[src/rtl/shift_reg_led_multi.sv]
// Multi-mode LED shift register: shift left/right, rotate left, or bounce a
// pattern back and forth, with parallel load, serial out and a WIDTH-step pulse.
module shift_reg_led_multi #(
  parameter int unsigned            WIDTH   = 8,
  parameter logic [WIDTH-1:0]       RST_VAL = '0
) (
  input  logic             clk,
  input  logic             rst,
  input  logic             ce_in,
  input  logic             d_in,
  input  logic             load_in,
  input  logic [WIDTH-1:0] par_in,
  input  logic [1:0]       mode_in,
  output logic [WIDTH-1:0] led,
  output logic             d_out,
  output logic             full_out
);

  localparam int unsigned CW = $clog2(WIDTH) + 1;

  typedef enum logic {
    DIR_LEFT  = 1'b0,
    DIR_RIGHT = 1'b1
  } dir_t;

  typedef enum logic [1:0] {
    MODE_SHL    = 2'b00,
    MODE_SHR    = 2'b01,
    MODE_ROL    = 2'b10,
    MODE_BOUNCE = 2'b11
  } mode_t;

  logic [WIDTH-1:0] r_led;
  logic             r_d_out;
  logic             r_full;
  logic [CW-1:0]    r_cnt;
  dir_t             r_dir;

  logic [WIDTH-1:0] w_next_led;
  logic             w_next_dout;
  dir_t             w_next_dir;
  logic             w_cnt_wrap;
  mode_t            w_mode;

  assign w_mode     = mode_t'(mode_in);
  assign w_cnt_wrap = (r_cnt == CW'(WIDTH - 1));

  always_comb begin
    w_next_led  = r_led;
    w_next_dout = r_d_out;
    w_next_dir  = r_dir;
    unique case (w_mode)
      MODE_SHL: begin
        w_next_led  = {r_led[WIDTH-2:0], d_in};
        w_next_dout = r_led[WIDTH-1];
      end
      MODE_SHR: begin
        w_next_led  = {d_in, r_led[WIDTH-1:1]};
        w_next_dout = r_led[0];
      end
      MODE_ROL: begin
        w_next_led  = {r_led[WIDTH-2:0], r_led[WIDTH-1]};
        w_next_dout = r_led[WIDTH-1];
      end
      MODE_BOUNCE: begin
        // Direction flips once the lit bit reaches the end it was travelling toward.
        if (r_dir == DIR_LEFT) begin
          w_next_led  = {r_led[WIDTH-2:0], r_led[WIDTH-1]};
          w_next_dout = r_led[WIDTH-1];
          if (r_led[WIDTH-2]) w_next_dir = DIR_RIGHT;
        end else begin
          w_next_led  = {r_led[0], r_led[WIDTH-1:1]};
          w_next_dout = r_led[0];
          if (r_led[1]) w_next_dir = DIR_LEFT;
        end
      end
      default: ;
    endcase
  end

  always_ff @(posedge clk or negedge rst) begin
    if (!rst) begin
      r_led   <= RST_VAL;
      r_d_out <= 1'b0;
      r_full  <= 1'b0;
      r_cnt   <= '0;
      r_dir   <= DIR_LEFT;
    end else if (load_in) begin
      r_led   <= par_in;
      r_d_out <= 1'b0;
      r_full  <= 1'b0;
      r_cnt   <= '0;
      r_dir   <= DIR_LEFT;
    end else if (ce_in) begin
      r_led   <= w_next_led;
      r_d_out <= w_next_dout;
      r_dir   <= w_next_dir;
      r_full  <= w_cnt_wrap;
      r_cnt   <= w_cnt_wrap ? '0 : r_cnt + 1'b1;
    end else begin
      r_full  <= 1'b0;
    end
  end

  assign led      = r_led;
  assign d_out    = r_d_out;
  assign full_out = r_full;

endmodule

[config.mk]
export PLATFORM = sky130hd
export DESIGN_NAME = shift_reg_led_multi
export DESIGN_NICKNAME = d
export VERILOG_FILES = /design/src/rtl/shift_reg_led_multi.sv
export SDC_FILE = /design/constraint.sdc
export NUM_CORES = 1
export LEC_CHECK = 0
export BUFFER_PORTS_ARGS = -buffer_cell sky130_fd_sc_hd__buf_4
export CORE_UTILIZATION = 45
export CTS_BUF_LIST = sky130_fd_sc_hd__clkbuf_4 sky130_fd_sc_hd__clkbuf_8
export DETAILED_ROUTE_END_ITERATION = 10
export GPL_TIMING_DRIVEN = 0
export PLACE_DENSITY = 0.76
export SETUP_SLACK_MARGIN = 0.02
export SYNTH_ARGS = -nofsm -noshare
export SYNTH_HDL_FRONTEND = slang
export SYNTH_SLANG_ARGS = --single-unit
[constraint.sdc]
create_clock -name clk -period 1.55 [get_ports clk]
set_input_delay 0.0775 -clock clk [delete_from_list [all_inputs] [get_ports clk]]
set_output_delay 0.0775 -clock clk [all_outputs]
set_load 0.005 [all_outputs]
# Yosys cells after proc, flatten, opt, wreduce, memory -nomap -nowiden
# Index checks and enable logic that the tools add are counted.
# W data, S select, Z words.
[totals]
regBits = 15
inputBits = 15
output_inout_bits = 10
[classes]
addsub = 1
eq_ne = 4
n_mux = 19
reduce_logical = 5
[op_table]
columns = ["op", "n"]
rows = [
  ["$pmux W8 S4", 1],
  ["$mux W8", 3],
  ["$mux W4", 3],
  ["$mux W1", 11],
  ["$add A4 B1 Y4 const B", 1],
  ["$eq A2 B2 Y1 const B", 2],
  ["$eq A4 B3 Y1 const B", 1],
  ["$reduce_bool A2 Y1", 2],
  ["$pmux W1 S3", 1],
  ["$eq A2 B1 Y1 const B", 1],
  ["$logic_not A2 Y1", 1],
  ["$reduce_and A2 Y1", 1],
  ["$reduce_or A2 Y1", 1],
]

# Logic depth before layout (Yosys ltp)
# Gate-level depths: netlist of run 1.
[depth]
ltp_word = 5
depth_mapped = 5
ltp_nobuf = 4

# Worst setup path before layout of run 1
# No wires, ideal clock.
[synth_timing]
kind = "reg-to-reg"
start = "register r_dir"
end = "register r_led[0] (netlist: led[0])"
setup_ps = 126
arrival_time_ps = 1155
required_time_ps = 1424
path_slack_ps = 269
path_stages_with_launch = 5
period_less_slack_ps = 1281
cell_sequence = "dfrtp_1 nor2b_4 buf_6 or3_1 a221o_1"
[synth_via]
elab_chain_cells = 4
[synth_lines]
columns = ["item", "line", "rtl"]
rows = [
  ["start, declared", "37", "dir_t r_dir;"],
  ["start signal, assigned", "97", "r_dir <= w_next_dir;"],
  ["$mux W8", "67", "if (r_dir == DIR_LEFT) begin"],
  ["$pmux W8 S4", "52", "unique case (w_mode)"],
  ["$mux W8", "94", "end else if (ce_in) begin"],
  ["$mux W8", "88", "end else if (load_in) begin"],
  ["end signal, assigned", "89", "r_led <= par_in;"],
  ["end signal, assigned", "95", "r_led <= w_next_led;"],
  ["end, declared", "33", "logic [WIDTH-1:0] r_led;"],
]
# Every way passes these cells. The select of a mux whose other input is x is not followed.
# A chain may end at the register's enable or synchronous reset.

# Final worst setup path of run 1
# Ends and elaborated chain as after synthesis.

==> impl_metrics.csv, run 1 <==
group,metric,value,unit
clock_tree,clk_path_buf_depth,2,
pwr,internal_pwr_total,0.629,mW
timing,finalWorstPathRequiredPeriod,1360,ps
critical_path,timing.critical_path.to,"led[0]$_DFFE_PN0P_",
clock_tree,cts-htree-levels,1,
pwr,p_clk_frac,0.260,
timing,fin_ws,194,ps
finish,syn_to_final_growth,35.3,%
synth,ys_warn_count,0,
job,max-cap-violations,0,
finish,nFillCells,159,
floorplan,floorplan.io_pins,25,
timing,setup-tns-final,0,ps
pwr,worst_ir_drop_vdd,0.446,mV
synth,postSynthCellCount,95,
placed_design,hpwlAfterDp,1480,um
clock_tree,clock_insertion_delay_worst_skew,290,ps
synth,synth_enable_flop_cells,0,
routing,route.detailed.wl_per_inst,13.9,um
synth,mappedNetlistNets,111,
synth,ys_ff_latch,15,
floorplan,core_area,1750,um^2
timing,maxClockFrequency,737,MHz
placed_design,dp_cells,143,
routing,drcViolationCount,0,
pwr,pwr-share-comb,0.231,
synth,synth_largest_type_area_fraction,0.440,
clock_tree,postCtsResizedCells,0,
placed_design,place_congestion,0.851,
critical_path,worstReg2RegEnd,"led[0]$_DFFE_PN0P_",
placed_design,portBuffers,23,
global_route,grt_start_max_net_pins,16,
timing,final.setup_skew,2.16,ps
clock_tree,cts_root_buffer,"sky130_fd_sc_hd__clkbuf_4",
routing,antenna_left,0,
timing,setup-violations-final,0,
routing,drt_first_pass_iters,4,
timing,pins_over_their_slew_limit,0,
floorplan,fp.dieH,45.5,um
routing,routed_wl,2140,um
pwr,p_leak,0.515,nW
timing,final.period_utilization,0.875,
global_route,first_global_vias,822,
synth,ys_top_cells_by_count,"15 x sky130_fd_sc_hd__dfrtp_1, 12 x sky130_fd_sc_hd__nand2_1, 10 x sky130_fd_sc_hd__nor2_1, 7 x sky130_fd_sc_hd__nor3_1",
pwr,power.net_switching,0.267,mW
pwr,power.share.switching,0.298,
finish,layoutNonFillerInstCount,154,
floorplan,initial_core_util,0.489,
synth,synth.distinct_cells,27,
routing,drt-initial-drc-count,22,
floorplan,dieWidth,45.5,um
timing,tightest_slew,448,ps
worst_hold_path,holdCritPathClass,"in2reg",
outcome,status,"complete, no violations",
finish,nets,146,
critical_path,cp.required,1730,ps
timing,slew_headroom,0.701,
synth,postSynth.topFlopCell,"sky130_fd_sc_hd__dfrtp_1",
synth,synth.avg_cell_area,8.98,um^2
critical_path,rrSetupSlack,190,ps
global_route,grt-ovfl-total,0,
finish,final_core_util,0.662,
routing,detail_route.vias_per_cell,5.77,
pwr,pwr_cell_area,776,nW/um^2
routing,via_count,888,
placed_design,place_worst_setup_slack,203,ps
clock_tree,clock_tree_from_tritoncts,"yes",
global_route,antenna_found_initial,0,
finish,drive_above_1_share,0.264,
critical_path,ff2ff_path_depth,4,
clock_tree,clk_pin_slew,100,ps
critical_path,crit_arrival,1540,ps
pwr,seq_power_share,0.509,
placed_design,dp_area,1060,um^2
finish,fin_area,1150,um^2
timing,setup_repair_after_global_routing_missed_its_margin,"false",
clock_tree,tritoncts_num_sinks,15,
floorplan,die_area,2070,um^2
global_route,grt_first_pass_wirelength,3490,um
critical_path,crit_start,"r_dir$_DFFE_PN0P_",
critical_path,critical_path.reg2reg.startpoint,"r_dir$_DFFE_PN0P_",
critical_path,critPathCaptureType,"flop",
synth,ys_top_cells_by_area,"sky130_fd_sc_hd__dfrtp_1 44%, sky130_fd_sc_hd__o41ai_1 6.2%, sky130_fd_sc_hd__a211oi_1 5.3%, sky130_fd_sc_hd__nand2_1 5.3%, sky130_fd_sc_hd__nor2_1 4.4%",
clock_tree,cts-buffers-inserted,3,
critical_path,cp_max_fo,8,
synth,netlist.top_cell.by_area,"sky130_fd_sc_hd__dfrtp_1",
floorplan,floorplan.rows,15,
timing,timing_hold_violations_final,0,
global_route,total_track_usage,0.239,
synth,synth.yosys.seq_area_share,0.440,
synth,synth.most_common_cell,"sky130_fd_sc_hd__dfrtp_1",
critical_path,worstSetupStartpointType,"flop",
synth,synth.cell_area,853,um^2
critical_path,critical_path_class,"reg2reg",
synth,synth_async_sr_flop_share,1.00,
finish,antenna_cells_inserted,0,
## cell families (layout without fill, tap and decap cells)
group | count (synthesis) | count (layout) | synth area share
DFF | 15 | 15 | 0.440
and+or+nand+nor | 44 | 44 | 0.268
xor gates and xnor gates | 1 | 1 | 0.0103
buffers and inverters | 10 | 44 | 0.0587
AOI/OAI and AO/OA | 23 | 23 | 0.196
adders and majority gates | 1 | 1 | 0.0147
muxes | 1 | 1 | 0.0117
## metrics by stage
| step | hold slack, ps | power [mW] |
|---|---|---|
| floorplan | -218 | 0.554 |
| CTS | 11.2 | 0.895 |
| global placement | -55.6 | 0.651 |
| detailed placement | -58.2 | 0.656 |
| global route | 18.6 | 0.945 |
| finish | 4.68 | 0.896 |
## layout make-up
cell class,count,area (um^2),area share
Clock buffer,3,22.5,0.0195
Timing Repair Buffer,30,243,0.210
Tap cell,25,31.3,0.0271
Buffer,7,38.8,0.0336
Inverter,3,11.3,0.00975
Clock inverter,1,5.00,0.00433
Sequential cell,15,375,0.325
Multi-Input combinational cell,70,428,0.371
## critical path, cell delays in order (launching register included)
cell	delay, ps
sky130_fd_sc_hd__dfrtp_1	470
sky130_fd_sc_hd__nor2b_4	60
sky130_fd_sc_hd__buf_6	130
sky130_fd_sc_hd__or3_1	300
sky130_fd_sc_hd__a221o_1	290
## state kept, by name, summed over array words and instances, names as in the netlist
name,count
led,8
d_out,1
r_dir,1
r_cnt,4
full_out,1
## worst min-delay path by stage
stage	from	end	slack, ps	cells past startpoint
floorplan	rst	d_out$_DFFE_PN0P_	-220	0
CTS	par_in[7]	led[7]$_DFFE_PN0P_	10	3
detailed placement	rst	r_dir$_DFFE_PN0P_	-60	1
global placement	rst	led[7]$_DFFE_PN0P_	-60	1
global route	par_in[7]	led[7]$_DFFE_PN0P_	20	3
finish	par_in[7]	led[7]$_DFFE_PN0P_	5	3
## power by group through the flow
stage,Combinational [mW],Sequential [mW],Clock [mW]
after global placement,0.190,0.462,0
after global routing,0.230,0.462,0.254
after detailed placement,0.193,0.463,0
after CTS,0.208,0.455,0.232
after floorplan,0.0962,0.457,0
final,0.207,0.456,0.233
## cell usage in the layout, fill, tap and decap left out
master,instances
sky130_fd_sc_hd__buf_4,23
sky130_fd_sc_hd__dfrtp_1,15
sky130_fd_sc_hd__nand2_1,12
sky130_fd_sc_hd__nor2_1,10
sky130_fd_sc_hd__nor3_1,7
sky130_fd_sc_hd__dlygate4sd3_1,7
sky130_fd_sc_hd__a211oi_1,6
sky130_fd_sc_hd__o41ai_1,6
sky130_fd_sc_hd__a21oi_1,6
sky130_fd_sc_hd__buf_2,4
sky130_fd_sc_hd__nand3b_1,3
sky130_fd_sc_hd__inv_1,3
sky130_fd_sc_hd__clkbuf_4,3
sky130_fd_sc_hd__nand2b_1,2
sky130_fd_sc_hd__clkbuf_1,2
sky130_fd_sc_hd__nand4_1,2
sky130_fd_sc_hd__or3_1,2
sky130_fd_sc_hd__a311oi_1,2
sky130_fd_sc_hd__nor3b_1,2
sky130_fd_sc_hd__nor2b_4,1
sky130_fd_sc_hd__buf_6,1
sky130_fd_sc_hd__nand4bb_1,1
sky130_fd_sc_hd__a221o_1,1
sky130_fd_sc_hd__xor2_1,1
sky130_fd_sc_hd__mux2i_1,1
sky130_fd_sc_hd__or2_2,1
sky130_fd_sc_hd__o31ai_1,1
sky130_fd_sc_hd__o21ai_0,1
sky130_fd_sc_hd__nand3_1,1
sky130_fd_sc_hd__ha_1,1
sky130_fd_sc_hd__clkinv_2,1
## repair_timing
action,in CTS,in global routing
endpoints found under the hold margin,21,0
hold buffers,7,0
setup buffers,0,0
## routing by layer
layer | GRT usage | wire, um | up-vias
li1 | - | - | 415
met1 | 0.294 | 923 | 430
met2 | 0.409 | 1050 | 39
met3 | 0.0357 | 132 | 4
met4 | 0.109 | 38 | 0
met5 | 0 | 0 | -
Power figures use the tool's default switching activity.
==> run 2, diff against run 1 <==
--- a/config.mk
+++ b/config.mk
@@ -7,2 +7,3 @@
 export LEC_CHECK = 0
+export ABC_AREA = 1
 export BUFFER_PORTS_ARGS = -buffer_cell sky130_fd_sc_hd__buf_4
==> constraint.sdc (replaced) <==
create_clock -name clk -period 1.55 [get_ports clk]
set_input_delay 0.155 -clock clk [delete_from_list [all_inputs] [get_ports clk]]
set_output_delay 0.155 -clock clk [all_outputs]
set_load 0.005 [all_outputs]
==> impl_metrics.csv, run 2 <==
group,metric,value,unit
outcome,status,"complete, no violations",
finish,antenna_cells_inserted,0,
clock_tree,hold_buffers,1,
finish,nets,161,
clock_tree,clock_insertion_delay_worst_skew,290,ps
finish,fin_area,1120,um^2
finish,largest_reg_flops,8,
floorplan,core_area,1780,um^2
synth,postSynth.topFlopCell,"sky130_fd_sc_hd__dfrtp_1",
clock_tree,cts_root_buffer,"sky130_fd_sc_hd__clkbuf_4",
timing,timing_hold_violations_final,0,
clock_tree,clk_path_buf_depth,2,
synth,ys_warn_count,0,
worst_hold_path,holdPathStages,3,
timing,slew_headroom,0.873,
clock_tree,cts-htree-levels,1,
critical_path,cp_max_fo,5,
synth,synth_largest_type_area_fraction,0.429,
global_route,grt-ovfl-total,0,
global_route,first_global_vias,815,
routing,detail_route.vias_per_cell,5.09,
synth,netlist.top_cell.by_area,"sky130_fd_sc_hd__dfrtp_1",
global_route,total_track_usage,0.236,
critical_path,cp.required,1770,ps
synth,synth.most_common_cell,"sky130_fd_sc_hd__nand2_1",
critical_path,crit_arrival,1400,ps
routing,route.detailed.wl_per_inst,11.9,um
floorplan,floorplan.io_pins,25,
critical_path,ff2ff_path_depth,6,
global_route,grt_start_max_net_pins,16,
synth,synth.distinct_cells,21,
worst_hold_path,holdCritPathClass,"in2reg",
critical_path,critical_path_class,"reg2reg",
synth,synth_enable_flop_cells,0,
finish,leading_cell_type_in_the_layout_fill_and_taps_excluded,"sky130_fd_sc_hd__nand2_1",
pwr,worst_ir_drop_vdd,0.650,mV
clock_tree,tritoncts_num_sinks,15,
global_route,top_usage_layer,"met2",
clock_tree,clock_tree_from_tritoncts,"yes",
finish,nFillCells,179,
timing,final.period_utilization,0.762,
synth,ys_top_cells_by_area,"sky130_fd_sc_hd__dfrtp_1 43%, sky130_fd_sc_hd__nand2_1 17%, sky130_fd_sc_hd__nand3_1 8.0%, sky130_fd_sc_hd__inv_1 6.4%, sky130_fd_sc_hd__a22oi_1 6.0%",
pwr,power,1.01,mW
global_route,gr-usage-met1,0.281,
placed_design,hpwlAfterDp,1490,um
global_route,global_route_met3_usage,0.0471,
critical_path,worstSetupStartpointType,"flop",
finish,multi_input_gate_area,398,um^2
timing,maxClockFrequency,846,MHz
timing,tightest_slew,190,ps
routing,antenna_left,0,
synth,mappedNetlistNets,131,
critical_path,critical_path_depth,6,
pwr,p_leak,0.625,nW
timing,finalWorstPathRequiredPeriod,1180,ps
finish,syn_to_final_growth,28.5,%
critical_path,master_of_the_slowest_instance_on_the_critical_path,"sky130_fd_sc_hd__dfrtp_1",
finish,seqCellArea,375,um^2
synth,ys_ff_latch,15,
critical_path,critPathCaptureType,"flop",
finish,drive_above_1_share,0.257,
global_route,grt_first_pass_wirelength,3500,um
critical_path,critical_path.cell_chain,"ha_1 > nand2_1 > nor2_1 > nor2_1 > nand3_1 > o21ai_0",
critical_path,cp_slowest_stage_delay,430,ps
placed_design,place_congestion,0.944,
clock_tree,clk_pin_slew,100,ps
timing,final.setup_skew,5.31,ps
global_route,globalRouteMet2Util,0.408,
routing,drcViolationCount,0,
timing,setup-tns-final,0,ps
job,max-cap-violations,0,
synth,synth_async_sr_flop_share,1.00,
clock_tree,postCtsResizedCells,0,
placed_design,dp_area,1090,um^2
routing,via_count,861,
synth,ys_top_cells_by_count,"40 x sky130_fd_sc_hd__nand2_1, 15 x sky130_fd_sc_hd__dfrtp_1, 15 x sky130_fd_sc_hd__inv_1, 14 x sky130_fd_sc_hd__nand3_1, 7 x sky130_fd_sc_hd__a22oi_1",
timing,pins_over_their_slew_limit,0,
critical_path,path_common_cell,"sky130_fd_sc_hd__nor2_1",
timing,setup-violations-final,0,
synth,synth.cell_area,875,um^2
pwr,pwr_cell_area,897,nW/um^2
critical_path,cp_top_family,"flip-flops",
routing,routed_wl,2010,um
global_route,antenna_found_initial,0,
synth,postSynthCellCount,115,
critical_path,critPathBufInv,0,
finish,most_frequent_cells_in_the_layout,"40 x sky130_fd_sc_hd__nand2_1, 24 x sky130_fd_sc_hd__buf_4, 15 x sky130_fd_sc_hd__inv_1, 15 x sky130_fd_sc_hd__dfrtp_1, 14 x sky130_fd_sc_hd__nand3_1",
clock_tree,cts-buffers-inserted,3,
floorplan,dieWidth,46.1,um
synth,synth.yosys.seq_area_share,0.429,
routing,drt-initial-drc-count,37,
clock_tree,cts_setup_buffers,0,
routing,drt_first_pass_iters,4,
floorplan,floorplan.rows,15,
floorplan,fp.dieH,46.1,um
placed_design,portBuffers,24,
timing,setup_repair_after_global_routing_missed_its_margin,"false",
synth,synth.avg_cell_area,7.61,um^2
floorplan,die_area,2120,um^2
floorplan,initial_core_util,0.491,
==> run 2: cell types whose count changed in the layout (fill, tap and decap cells not counted), moves of 7 or more <==
cell | previous run | this run
sky130_fd_sc_hd__nand2_1 | 12 | 40
sky130_fd_sc_hd__nand3_1 | 1 | 14
sky130_fd_sc_hd__inv_1 | 3 | 15
sky130_fd_sc_hd__a22oi_1 | 0 | 7
sky130_fd_sc_hd__nor2_1 | 10 | 3
==> run 2: layer usage <==
layer | wire length, um | vias up
met3 | 94 | 6
met1 | 859 | 397
met2 | 1020 | 25
met4 | 34 | 0
met5 | 0 | -
li1 | - | 433
==> run 2: final cells by class <==
class | count | area share
Buffer | 2 | 0.0200
Inverter | 17 | 0.0702
Timing Repair Buffer | 25 | 0.169
Clock buffer | 3 | 0.0200
Multi-Input combinational cell | 81 | 0.354
Sequential cell | 15 | 0.334
Tap cell | 25 | 0.0278
Clock inverter | 1 | 0.00445
==> run 2: kinds of logic (layout without fill, tap and decap cells) <==
kind of cell	Yosys count	in the layout	synth area share
buffers and inverters	19	48	0.116
adders and majority gates	1	1	0.0143
DFF	15	15	0.429
AOI/OAI and AO/OA	15	15	0.116
and+or+nand+nor	65	65	0.325
==> run 2: power by group <==
part	switching [mW]	internal [mW]
combinational	0.137	0.134
clock	0.138	0.0961
sequential	0.0604	0.442
==> run 2: path summary, 6_finish.rpt <==
check / startpoint / endpoint / slack, ps
setup / recovery: r_cnt[0]$_DFFE_PN0P_ / r_cnt[3]$_DFFE_PN0P_ / 370
hold / removal: par_in[6] / led[6]$_DFFE_PN0P_ / 80
setup reg to reg: r_cnt[0]$_DFFE_PN0P_ / r_cnt[3]$_DFFE_PN0P_ / 370
hold reg to reg: d_out$_DFFE_PN0P_ / d_out$_DFFE_PN0P_ / 500
max in group asynchronous: rst / led[0]$_DFFE_PN0P_ / 1130
min in group asynchronous: rst / r_cnt[1]$_DFFE_PN0P_ / 240
==> run 2: worst min-delay path, cell delays in order <==
cell                      delay [ps]
sky130_fd_sc_hd__buf_4            80
sky130_fd_sc_hd__nand2_1          40
sky130_fd_sc_hd__nand3_1          70
==> run 2: through the flow <==
stage | utilization | hold WS, ps | instances | setup slack (ps)
finish | 0.630 | 78.1 | 169 | 369
global route | 0.630 | 95.2 | 169 | 260
CTS | 0.630 | 75.5 | 169 | 367
detailed placement | 0.609 | 25.7 | 164 | 395
global placement | 0.609 | 21.0 | 164 | 474
floorplan | - | -141 | 115 | 524
